===== src/rtl/comb_sweep_pkg.sv =====
// Shared types and constants for the comb_func sweep driver.
package comb_sweep_pkg;

  localparam int unsigned VEC_COUNT = 16;
  localparam int unsigned VEC_W     = 4;

  typedef enum logic [1:0] {
    IDLE  = 2'd0,
    DRIVE = 2'd1,
    DONE  = 2'd2
  } state_t;

endpackage


===== src/rtl/comb_sweep_driver.sv =====
// Sweeps a 4-input combinational function through all 16 vectors, captures its
// truth table and compares it with a golden table.
module comb_sweep_driver
  import comb_sweep_pkg::*;
#(
  parameter int unsigned  SETTLE   = 0,
  parameter logic [15:0]  EXPECTED = 16'h0000
) (
  input  logic        clk,
  input  logic        rst_n,
  input  logic        start,
  output logic        a,
  output logic        b,
  output logic        c,
  output logic        d,
  input  logic        y,
  output logic        busy,
  output logic        done,
  output logic [15:0] table_out,
  output logic [15:0] mismatch,
  output logic        pass
);

  localparam logic [3:0]       SettleCnt = SETTLE[3:0];
  localparam logic [VEC_W-1:0] LastIdx   = VEC_W'(VEC_COUNT - 1);

  state_t            state_q, state_d;
  logic [VEC_W-1:0]  idx_q, idx_d;
  logic [3:0]        cnt_q, cnt_d;
  logic [VEC_W-1:0]  vec_q, vec_d;
  logic              busy_q, busy_d;
  logic              done_q, done_d;
  logic [15:0]       table_q, table_d;
  logic [15:0]       mismatch_q, mismatch_d;
  logic              pass_q, pass_d;

  always_comb begin
    state_d    = state_q;
    idx_d      = idx_q;
    cnt_d      = cnt_q;
    vec_d      = vec_q;
    busy_d     = busy_q;
    done_d     = 1'b0;
    table_d    = table_q;
    mismatch_d = mismatch_q;
    pass_d     = pass_q;

    case (state_q)
      IDLE: begin
        vec_d  = '0;
        busy_d = 1'b0;
        if (start) begin
          state_d    = DRIVE;
          idx_d      = '0;
          cnt_d      = '0;
          busy_d     = 1'b1;
          table_d    = '0;
          mismatch_d = '0;
          pass_d     = 1'b0;
        end
      end
      DRIVE: begin
        if (cnt_q == SettleCnt) begin
          table_d[idx_q] = y;
          cnt_d          = '0;
          if (idx_q == LastIdx) begin
            state_d    = DONE;
            busy_d     = 1'b0;
            done_d     = 1'b1;
            vec_d      = '0;
            // Compare against the table including the bit captured on this edge.
            mismatch_d = table_d ^ EXPECTED;
            pass_d     = (table_d == EXPECTED);
          end else begin
            idx_d = idx_q + 1'b1;
            vec_d = idx_q + 1'b1;
          end
        end else begin
          cnt_d = cnt_q + 4'd1;
        end
      end
      DONE: begin
        state_d = IDLE;
        idx_d   = '0;
        vec_d   = '0;
      end
      default: begin
        state_d = IDLE;
        idx_d   = '0;
        cnt_d   = '0;
        vec_d   = '0;
        busy_d  = 1'b0;
      end
    endcase
  end

  always_ff @(posedge clk or negedge rst_n) begin
    if (!rst_n) begin
      state_q    <= IDLE;
      idx_q      <= '0;
      cnt_q      <= '0;
      vec_q      <= '0;
      busy_q     <= 1'b0;
      done_q     <= 1'b0;
      table_q    <= '0;
      mismatch_q <= '0;
      pass_q     <= 1'b0;
    end else begin
      state_q    <= state_d;
      idx_q      <= idx_d;
      cnt_q      <= cnt_d;
      vec_q      <= vec_d;
      busy_q     <= busy_d;
      done_q     <= done_d;
      table_q    <= table_d;
      mismatch_q <= mismatch_d;
      pass_q     <= pass_d;
    end
  end

  assign {a, b, c, d} = vec_q;
  assign busy         = busy_q;
  assign done         = done_q;
  assign table_out    = table_q;
  assign mismatch     = mismatch_q;
  assign pass         = pass_q;

endmodule


===== config.mk =====
export PLATFORM = sky130hd
export DESIGN_NAME = comb_sweep_driver
export DESIGN_NICKNAME = d
export VERILOG_FILES = /design/src/rtl/comb_sweep_pkg.sv /design/src/rtl/comb_sweep_driver.sv
export SDC_FILE = /design/constraint.sdc
export NUM_CORES = 1
export LEC_CHECK = 0
export ABC_AREA = 1
export BUFFER_PORTS_ARGS = -buffer_cell sky130_fd_sc_hd__buf_2
export CAP_MARGIN = 20
export CORE_AREA = 2 2 79 81
export CTS_BUF_LIST = sky130_fd_sc_hd__clkbuf_16
export CTS_CLUSTER_DIAMETER = 60
export CTS_CLUSTER_SIZE = 8
export DETAILED_ROUTE_END_ITERATION = 8
export DIE_AREA = 0 0 81 83
export MAX_ROUTING_LAYER = met4
export SETUP_SLACK_MARGIN = 0.3
export SYNTH_ARGS = -nofsm -noshare
export SYNTH_HDL_FRONTEND = slang
export SYNTH_SLANG_ARGS = --single-unit

===== constraint.sdc =====
create_clock -name clk -period 5.1 [get_ports clk]
set_clock_uncertainty 0.1 [all_clocks]
set_input_delay 1.53 -clock clk [delete_from_list [all_inputs] [get_ports clk]]
set_output_delay 1.53 -clock clk [all_outputs]
set_load 0.005 [all_outputs]

Word level (Yosys, flattened, before mapping)

Cells that the tools add are included.

Add/subtract/negate cells: 2
Multipliers: 0
Div/mod/pow operators: 0
Order comparisons: 2
Equal/unequal tests: 7
Shift-type cells: 0
Multiplexer cells: 33
Bitwise operators: 1
Reductions and logical operators: 11

Operators by type and width:

| cell                                                | number |
|---|---|
| two-way mux 16 bit                                  | 4 |
| case mux 16 bit (2 select lines)                    | 2 |
| two-way mux 4 bit                                   | 7 |
| bitwise mux 16 bit                                  | 1 |
| logical NOT 16 bit                                  | 1 |
| case mux 4 bit (3 select lines)                     | 1 |
| AND reduction 3 bit                                 | 4 |
| two-way mux 1 bit                                   | 10 |
| adder 4 x 1 -> 4 bit, second input constant         | 2 |
| inequality test 2 bit, second input constant        | 4 |
| case mux 4 bit (2 select lines)                     | 1 |
| two-way mux 2 bit                                   | 3 |
| < comparator 4 x 5 -> 1 bit, second input constant  | 1 |
| demux 1 bit (select 4 bit)                          | 1 |
| equality test 4 bit, second input constant          | 1 |
| >= comparator 4 x 1 -> 1 bit, second input constant | 1 |
| logical NOT 4 bit                                   | 1 |
| case mux 2 bit (2 select lines)                     | 1 |
| AND reduction 4 bit                                 | 1 |
| case mux 1 bit (3 select lines)                     | 1 |
| equality test 2 x 1 -> 1 bit, second input constant | 1 |
| equality test 2 bit, second input constant          | 1 |
| logical NOT 2 bit                                   | 1 |
| case mux 1 bit (2 select lines)                     | 1 |
| other kinds (4)                                     | 4 |

Register bits after elaboration: 49
Latch bits: 0
Bits in writable memories: 0
Memory bits (read-only): 0
Bits of input ports: 4
Output and inout bits: 39
Word-level logic and storage cells: 65
Memories kept: 0

Longest topological paths before layout

Gate-level depths: netlist of the first run.

Depth after elaboration: 9
Depth in mapped cells: 12
Depth with buffers taken out: 11

Worst setup path after synthesis of the first run

No wires, ideal clock.

Path kind: in2reg
Start point: in y
End point: reg pass_q (netlist: pass)
Setup time: 117 ps
Arrival: 2314 ps
Required time: 4883 ps
Setup slack: 2569 ps
Cell stages on the path: 9
Buffers on the path: 2
Path through: clkbuf_1 -> buf_2 -> nand4_1 -> nand2_1 -> nor2_1 -> nand2_1 -> nor2_1 -> nand3_1 -> nand2_1

Word-level cells in the longest chain between the ends: 5

RTL lines:

| element                         | RTL line                 | source |
|---|---|---|
| start, declared                 | comb_sweep_driver.sv:16  | `input logic y,` |
| bitwise mux 16 bit              | comb_sweep_driver.sv:64  | `table_d[idx_q] = y;` |
| logical NOT 16 bit              | comb_sweep_driver.sv:73  | `pass_d = (table_d == EXPECTED);` |
| two-way mux 1 bit               | comb_sweep_driver.sv:66  | `if (idx_q == LastIdx) begin` |
| two-way mux 1 bit               | comb_sweep_driver.sv:63  | `if (cnt_q == SettleCnt) begin` |
| case mux 1 bit (2 select lines) | comb_sweep_driver.sv:48  | `case (state_q)` |
| end signal, assigned            | comb_sweep_driver.sv:117 | `pass_q <= pass_d;` |
| end, declared                   | comb_sweep_driver.sv:35  | `logic pass_q, pass_d;` |

Every way passes these cells. The select of a mux whose other input is x is not followed.
A chain may end at the register's enable or synchronous reset.

Worst setup path in the final report of the first run

Start point: reg table_q[10] (netlist: table_out[10])
End point: out table_out[10]

RTL lines:

| element                | RTL line                 | source |
|---|---|---|
| start, declared        | comb_sweep_driver.sv:33  | `logic [15:0] table_q, table_d;` |
| start signal, assigned | comb_sweep_driver.sv:115 | `table_q <= table_d;` |
| end, declared          | comb_sweep_driver.sv:19  | `output logic [15:0] table_out,` |

No word-level cell between the ends.

==> results.py, run 1 <==
metrics = {
    "clocking": {
        "cts_repair_resize_count": 0,
        "htree_levels": 2,
        "cts_tree": "yes",
        "clock_sinks": 49,
        "cts_inserted_buffers": 5,
        "worst_skew_pair.late_latency_ns": 0.29,
        "clock_pin_slew_worst_setup_and_hold_paths_ns": 0.07,
        "clk_path_buf_depth": 2,
        "post-cts-setup-buffer-count": 0,
        "post_cts_hold_buffer_count": 0,
        "root_buffer": "clkbuf_16",
    },
    "floorplanning": {
        "io_pins": 43,
        "die_area_um2": 6723,
        "initial_core_util_pct": 42.66,
        "chipWidth_um": 81,
        "die_height_um": 83,
        "core_region_area_um2": 5816,
        "placement_rows": 28,
    },
    "routing": {
        "first_iter_violations": 107,
        "route.antenna.remaining_nets": 0,
        "first_pass_iteration_count_of_the_detailed_router": 4,
        "routed_via_density": 4.857,
        "avgRoutedWirePerCell_um": 13.00,
        "wl_um": 5461,
        "dr_total_vias": 2040,
        "drc": 0,
    },
    "power_and_ir_drop": {
        "p_int_uw": 939.8,
        "leakagePower_uw": 0.001610,
        "post-layout-total-power_uw": 1534,
        "vdd_ir_drop_max_mv": 0.2455,
        "p_sw_uw": 594.0,
        "power.share.sequential_pct": 39.6,
        "pwr_density_cell_nw_per_um2": 528.2,
        "clockPowerShare_pct": 23.9,
        "pwr-share-comb_pct": 36.5,
        "power_switching_share_pct": 38.73,
    },
    "finish": {
        "antenna-diode-count": 0,
        "final.fill_count": 607,
        "syn_to_final_growth_pct": 17.05,
        "finalNetCount": 355,
        "drive_above_1_share_pct": 18.55,
    },
    "synthesis": {
        "ys_warn_count": 0,
        "syn_inst": 306,
        "synthesis.area_um2": 2481,
        "synth-seq-cells": 49,
        "postSynthNetCount": 317,
        "yosysUniqueCellTypes": 27,
        "sequential_element_share_of_the_synthesized_area_pct": 49.42,
        "dominantRegCellSynth": "dfrtp_1",
        "ys_top_cells_by_area": "dfrtp_1 49%, nand2_1 18%, o21ai_0 4.8%",
        "asyncSetResetFlopFracSynth_pct": 100.0,
        "synth_enable_flop_cells": 0,
        "post-synth-top-area-cell": "dfrtp_1",
        "per_instance_average_area_after_synthesis_um2": 8.108,
        "netlist.area_leader.share_pct": 49.42,
    },
    "sta": {
        "transition_at_the_pin_with_the_smallest_max_transition_slack_ns": 0.7375,
        "max_clock_freq_ghz": 0.4052,
        "final_setup_violation_count": 0,
        "final_period_minus_worst_setup_slack_ns": 2.468,
        "ratio_of_final_minimum_period_to_clock_period_pct": 48.39,
        "max-slew-margin-rel_pct": 50.65,
        "finalMaxSlewViolations": 0,
        "timing.final.hold_violations": 0,
        "rsz0062_at_grt": "false",
        "timing.setup.tns_ns": 0,
    },
    "flow_run": {
        "drv_cap": 0,
    },
    "global_route": {
        "grt_max_degree": 50,
        "grt_pass1_vias": 2013,
        "grt.total_usage_pct": 18.28,
        "grt_first_pass_wirelength_um": 9439,
        "grt_antenna_before_repair": 0,
        "globalRoute.totalOverflow": 0,
    },
    "placement": {
        "routabilityCongestion": 0.8460,
        "dp.final_hpwl_um": 3902,
        "io_buffer_count": 42,
    },
    "critical_path": {
        "crit_path_end_kind": "output pin",
        "cpPeakStageDelay_ns": 0.41,
        "timing.critical_path.max_delay_family": "flip-flops",
        "worst_ep_arrival_time_ns": 0.84,
        "path_class": "flip-flop to output pin",
        "timing.critical_path.cells": "buf_2",
        "timing.critical_path.fanout_max": 3,
        "worst_setup_path_start_kind": "flip-flop",
        "crit_buf_inv": 1,
        "worstPathRequired_ns": 3.47,
        "timing.critical_path.slowest_stage_cell": "dfrtp_1",
    },
    "hold_path": {
        "holdCritPathClass": "flip-flop to flip-flop",
    },
    "status": {
        "run_status": "completed",
    },
}
==> worst register-to-register path, stage by stage, from the launching register on <==
cell	delay [ns]
dfrtp_1	0.42
ha_1	0.40
nand3_1	0.46
nand2_1	0.32
inv_2	0.12
nor2_8	0.18
inv_6	0.09
nand2_1	0.07
o21ai_0	0.08
==> cells by family after synthesis <==
group,Yosys count,synth area share (%)
buffers and inverters,33,5.950
DFF,49,49.42
adders and majority gates,7,3.530
xor gates and xnor gates,3,1.059
and+or+nand+nor,179,32.63
AOI/OAI and AO/OA,35,7.414
==> state kept, by name, summed over array words and instances, names as in the netlist <==
signal / cells
table_out: 16
state_q: 2
cnt_q: 4
mismatch: 16
busy: 1
pass: 1
idx_q: 4
done: 1
vec_q: 4
==> synthesized netlist by cell type, drive strengths merged (2+ instances only) <==
| master | n |
|---|---|
| nand2 | 125 |
| clkbuf | 2 |
| nand4 | 11 |
| xor2 | 3 |
| ha | 7 |
| a21oi | 4 |
| nor2 | 23 |
| o21ai | 28 |
| nand3 | 19 |
| inv | 20 |
| buf | 10 |
| dfrtp | 49 |
==> worst paths after layout <==
kind / start / end / slack [ns] / depth (start not counted)
max reg2reg: idx_q[0] / mismatch[3] / 2.72 / 8
min in group asynchronous: rst_n / vec_q[0] / 0.99 / 1
max: table_out[10] / table_out[10] / 2.63 / 1
min reg2reg: vec_q[2] / vec_q[2] / 0.38 / 2
min: vec_q[2] / vec_q[2] / 0.38 / 2
max in group asynchronous: rst_n / mismatch[2] / 3.43 / 2
==> placed cells by master (no fill, tap or decap), drive strengths merged <==
cell and instances:
a31oi 1, a21oi 4, xor2 3, clkbuf 5, buf 43, dfrtp 49, inv 21, clkinv 2
nor2 23, nand4 11, or2 1, nand3 19, o21ai 28, o22ai 1, bufinv 1, ha 7
nand2 125, o31ai 1
==> metal layers <==
layer	vias to the layer above	share of wire [%]	track usage, %	routed length [um]
li1	1059	-	-	-
met2	38	46	28.10	2536
met3	7	3.0	3.370	166
met4	0	1.2	5.085	68
met1	936	49	24.72	2690
met5	-	0	-	0
==> stage by stage <==
step / util [%] / hold WS, ns / instance area (um^2) / worst slack (ns) / cells
finish: 49.94 / 0.3755 / 2904 / 2.632 / 420
global placement: 46.79 / 0.3508 / 2721 / 2.494 / 411
global route: 49.94 / 0.4045 / 2904 / 2.435 / 420
CTS: 49.59 / 0.3727 / 2884 / 2.628 / 419
floorplan: - / 0.3654 / 2481 / 2.569 / 306
detailed placement: 46.79 / 0.3575 / 2721 / 2.475 / 411
==> power by group through the flow <==
stage | Sequential, uW | Clock, uW | Combinational [uW]
global route | 627 | 389 | 649
detailed placement | 614 | 0 | 566
CTS | 608 | 371 | 570
floorplan | 583 | 0 | 409
finish | 607 | 366 | 561
global placement | 612 | 0 | 556
==> final cells by class <==
| type | count | area (um^2) | share of cell area, % |
|---|---|---|---|
| multi-input combinational | 224 | 1107 | 38.13 |
| timing repair buffer | 43 | 230.2 | 7.928 |
| sequential | 49 | 1226 | 42.22 |
| inverter | 21 | 83.83 | 2.887 |
| tap | 75 | 93.84 | 3.231 |
| clock buffer | 5 | 125.1 | 4.308 |
| clock inverter | 3 | 37.54 | 1.293 |
Note: power is estimated with default switching activity, not from simulation.
==> run 2, diff against run 1 <==
--- a/config.mk
+++ b/config.mk
@@ -15,6 +15,7 @@
 export DETAILED_ROUTE_END_ITERATION = 8
 export DIE_AREA = 0 0 81 83
 export MAX_ROUTING_LAYER = met4
+export PLACE_DENSITY = 0.66
 export SETUP_SLACK_MARGIN = 0.3
 export SYNTH_ARGS = -nofsm -noshare
 export SYNTH_HDL_FRONTEND = slang
==> constraint.sdc (replaced) <==
create_clock -name clk -period 2.2 [get_ports clk]
set_clock_uncertainty 0.1 [all_clocks]
set_input_delay 0.66 -clock clk [delete_from_list [all_inputs] [get_ports clk]]
set_output_delay 0.66 -clock clk [all_outputs]
set_load 0.005 [all_outputs]
==> run 2 against run 1 <==
  * Final area rose by 1.6%
  * Global-route usage fell by 0.77 points
  * Combinational power rose to 2.5 times the previous value
  * Clock-buffer cell count did not move
  * Register-to-register slack got worse by 2.3 ns
  * Critical path type is now flip-flop to flip-flop
  * Critical endpoint is now mismatch[7]
  * Setup slack got worse by 2.2 ns
  * Clock power rose by 91%
  * Highest routed layer unchanged
==> results.py, run 2 (synthesis gave the netlist of run 1 again) <==
metrics = {
    "sta": {
        "max-slew-margin-rel_pct": 59.66,
        "hold_slack_ns": 0.3652,
        "final_setup_violation_count": 0,
        "max_clock_freq_ghz": 0.5610,
        "transition_at_the_pin_with_the_smallest_max_transition_slack_ns": 0.6051,
        "timing.setup.tns_ns": 0,
        "rsz0062_at_grt": "false",
        "timing.final.hold_violations": 0,
        "final_period_minus_worst_setup_slack_ns": 1.782,
        "ratio_of_final_minimum_period_to_clock_period_pct": 81.02,
        "finalMaxSlewViolations": 0,
    },
    "power_and_ir_drop": {
        "p_int_uw": 2144,
        "vdd_ir_drop_max_mv": 0.6320,
        "p_sw_uw": 1376,
        "leakagePower_uw": 0.001630,
        "pwr-share-comb_pct": 40.8,
        "power.share.sequential_pct": 39.4,
        "clockPowerShare_pct": 19.8,
        "post-layout-total-power_uw": 3520,
        "pwr_density_cell_nw_per_um2": 1193,
        "power_switching_share_pct": 39.09,
    },
    "clocking": {
        "clk_path_buf_depth": 2,
        "cts_inserted_buffers": 5,
        "htree_levels": 2,
        "root_buffer": "clkbuf_16",
        "post_cts_hold_buffer_count": 0,
        "cts_tree": "yes",
        "clock_sinks": 49,
        "clock_pin_slew_worst_setup_and_hold_paths_ns": 0.06,
        "worst_skew_pair.late_latency_ns": 0.28,
    },
    "routing": {
        "drc": 0,
        "avgRoutedWirePerCell_um": 12.64,
        "first_pass_iteration_count_of_the_detailed_router": 5,
        "route.antenna.remaining_nets": 0,
        "wl_um": 5411,
        "routed_via_density": 4.921,
        "first_iter_violations": 182,
        "dr_total_vias": 2106,
    },
    "finish": {
        "drive_above_1_share_pct": 22.38,
        "final.fill_count": 588,
        "layout_common_cells": "122 x nand2_1, 48 x dfrtp_1, 42 x buf_2",
        "antenna-diode-count": 0,
        "mostFrequentLayoutCell": "nand2_1",
        "finalNetCount": 365,
        "final_cells": 428,
        "syn_to_final_growth_pct": 18.91,
    },
    "floorplanning": {
        "die_height_um": 83,
        "die_area_um2": 6723,
        "placement_rows": 28,
        "chipWidth_um": 81,
        "core_region_area_um2": 5816,
        "initial_core_util_pct": 42.66,
        "io_pins": 43,
    },
    "global_route": {
        "grt_first_pass_wirelength_um": 9135,
        "globalRoute.totalOverflow": 0,
        "grt_pass1_vias": 1935,
        "grt.total_usage_pct": 17.50,
        "grt_max_degree": 50,
        "grt_antenna_before_repair": 0,
    },
    "hold_path": {
        "holdCritPathClass": "input port to asynchronous set/reset pin",
    },
    "critical_path": {
        "timing.reg2reg.worst_path_depth": 11,
        "path_class": "flip-flop to flip-flop",
        "worstPathRequired_ns": 2.26,
        "timing.critical_path.fanout_max": 18,
        "crit_path_start": "cnt_q[1]",
        "worst_r2r_startpoint": "cnt_q[1]",
        "r2r_slack_ns": 0.42,
        "crit_path_end_kind": "flip-flop",
        "worst_ep_arrival_time_ns": 1.84,
        "critical_path.reg2reg.endpoint": "mismatch[7]",
        "worst_setup_path_start_kind": "flip-flop",
        "setup.worst_path.end": "mismatch[7]",
    },
    "placement": {
        "dp.final_hpwl_um": 3900,
        "placed_cells_incl_taps": 415,
        "routabilityCongestion": 0.8228,
        "io_buffer_count": 42,
    },
    "status": {
        "run_status": "completed",
    },
    "flow_run": {
        "drv_cap": 0,
    },
}
run 2: routing by layer:
layer  vias up  track usage, %  share of wire [%]
met5         -               -                  0
met4         0           4.777               0.78
met1       976           24.84                 47
met3         4           2.609                4.7
met2        49           26.15                 47
li1       1077               -                  -
run 2: timing repair:
| item | CTS | global route |
|---|---|---|
| pin swaps | 0 | 4 |
| buffers inserted | 0 | 7 |
| resized for setup | 1 | 5 |
| hold endpoints to repair | 0 | 0 |
| endpoints found under the setup margin | 22 | 21 |
run 2: worst max-delay path: stages (launching register included):
cell	delay (ns)
dfrtp_1	0.40
inv_1	0.08
ha_1	0.15
nand2_2	0.07
nor2_4	0.16
nor2_4	0.09
nor2_8	0.16
nand2_8	0.08
nor2_8	0.14
inv_6	0.08
nand2_1	0.07
o21ai_0	0.08
run 2: how the worst min path moves through the flow:
stage          slack (ns)  depth (start not counted)           end          from
6_report             0.37                          2      vec_q[1]         rst_n
3_5_place_dp         0.36                          2  mismatch[10]  mismatch[10]
2_1_floorplan        0.26                          0          busy         rst_n
4_1_cts              0.37                          2  mismatch[10]  mismatch[10]
5_1_grt              0.40                          2          pass          pass
3_3_place_gp         0.36                          2  mismatch[10]  mismatch[10]
run 2: per-stage QoR:
| stage | setup WS (ns) | utilization, % | cell area (um^2) |
|---|---|---|---|
| after detailed placement | 0.1305 | 47.31 | 2751 |
| after CTS | 0.3277 | 49.59 | 2884 |
| after global routing | 0.2953 | 50.73 | 2950 |
| after global placement | 0.2430 | 47.31 | 2751 |
| after floorplan | 0.4964 | - | 2481 |
| final | 0.4176 | 50.73 | 2950 |
run 2: area by class of cell:
cell class                 instances  area (um^2)  area share (%)
multi-input combinational        224         1122           38.04
sequential                        49         1227           41.60
timing repair buffer              53        292.8           9.924
tap                               75        93.84           3.181
inverter                          21        83.83           2.841
clock inverter                     1        5.005          0.1696
clock buffer                       5        125.1           4.241
run 2: power by group through the flow:
stage / logic [uW] / registers, uW / clock network, uW
final: 1430 / 1390 / 698
after global routing: 1640 / 1420 / 762
after detailed placement: 1350 / 1400 / 0
after CTS: 1360 / 1390 / 719
after global placement: 1340 / 1400 / 0
after floorplan: 948 / 1350 / 0
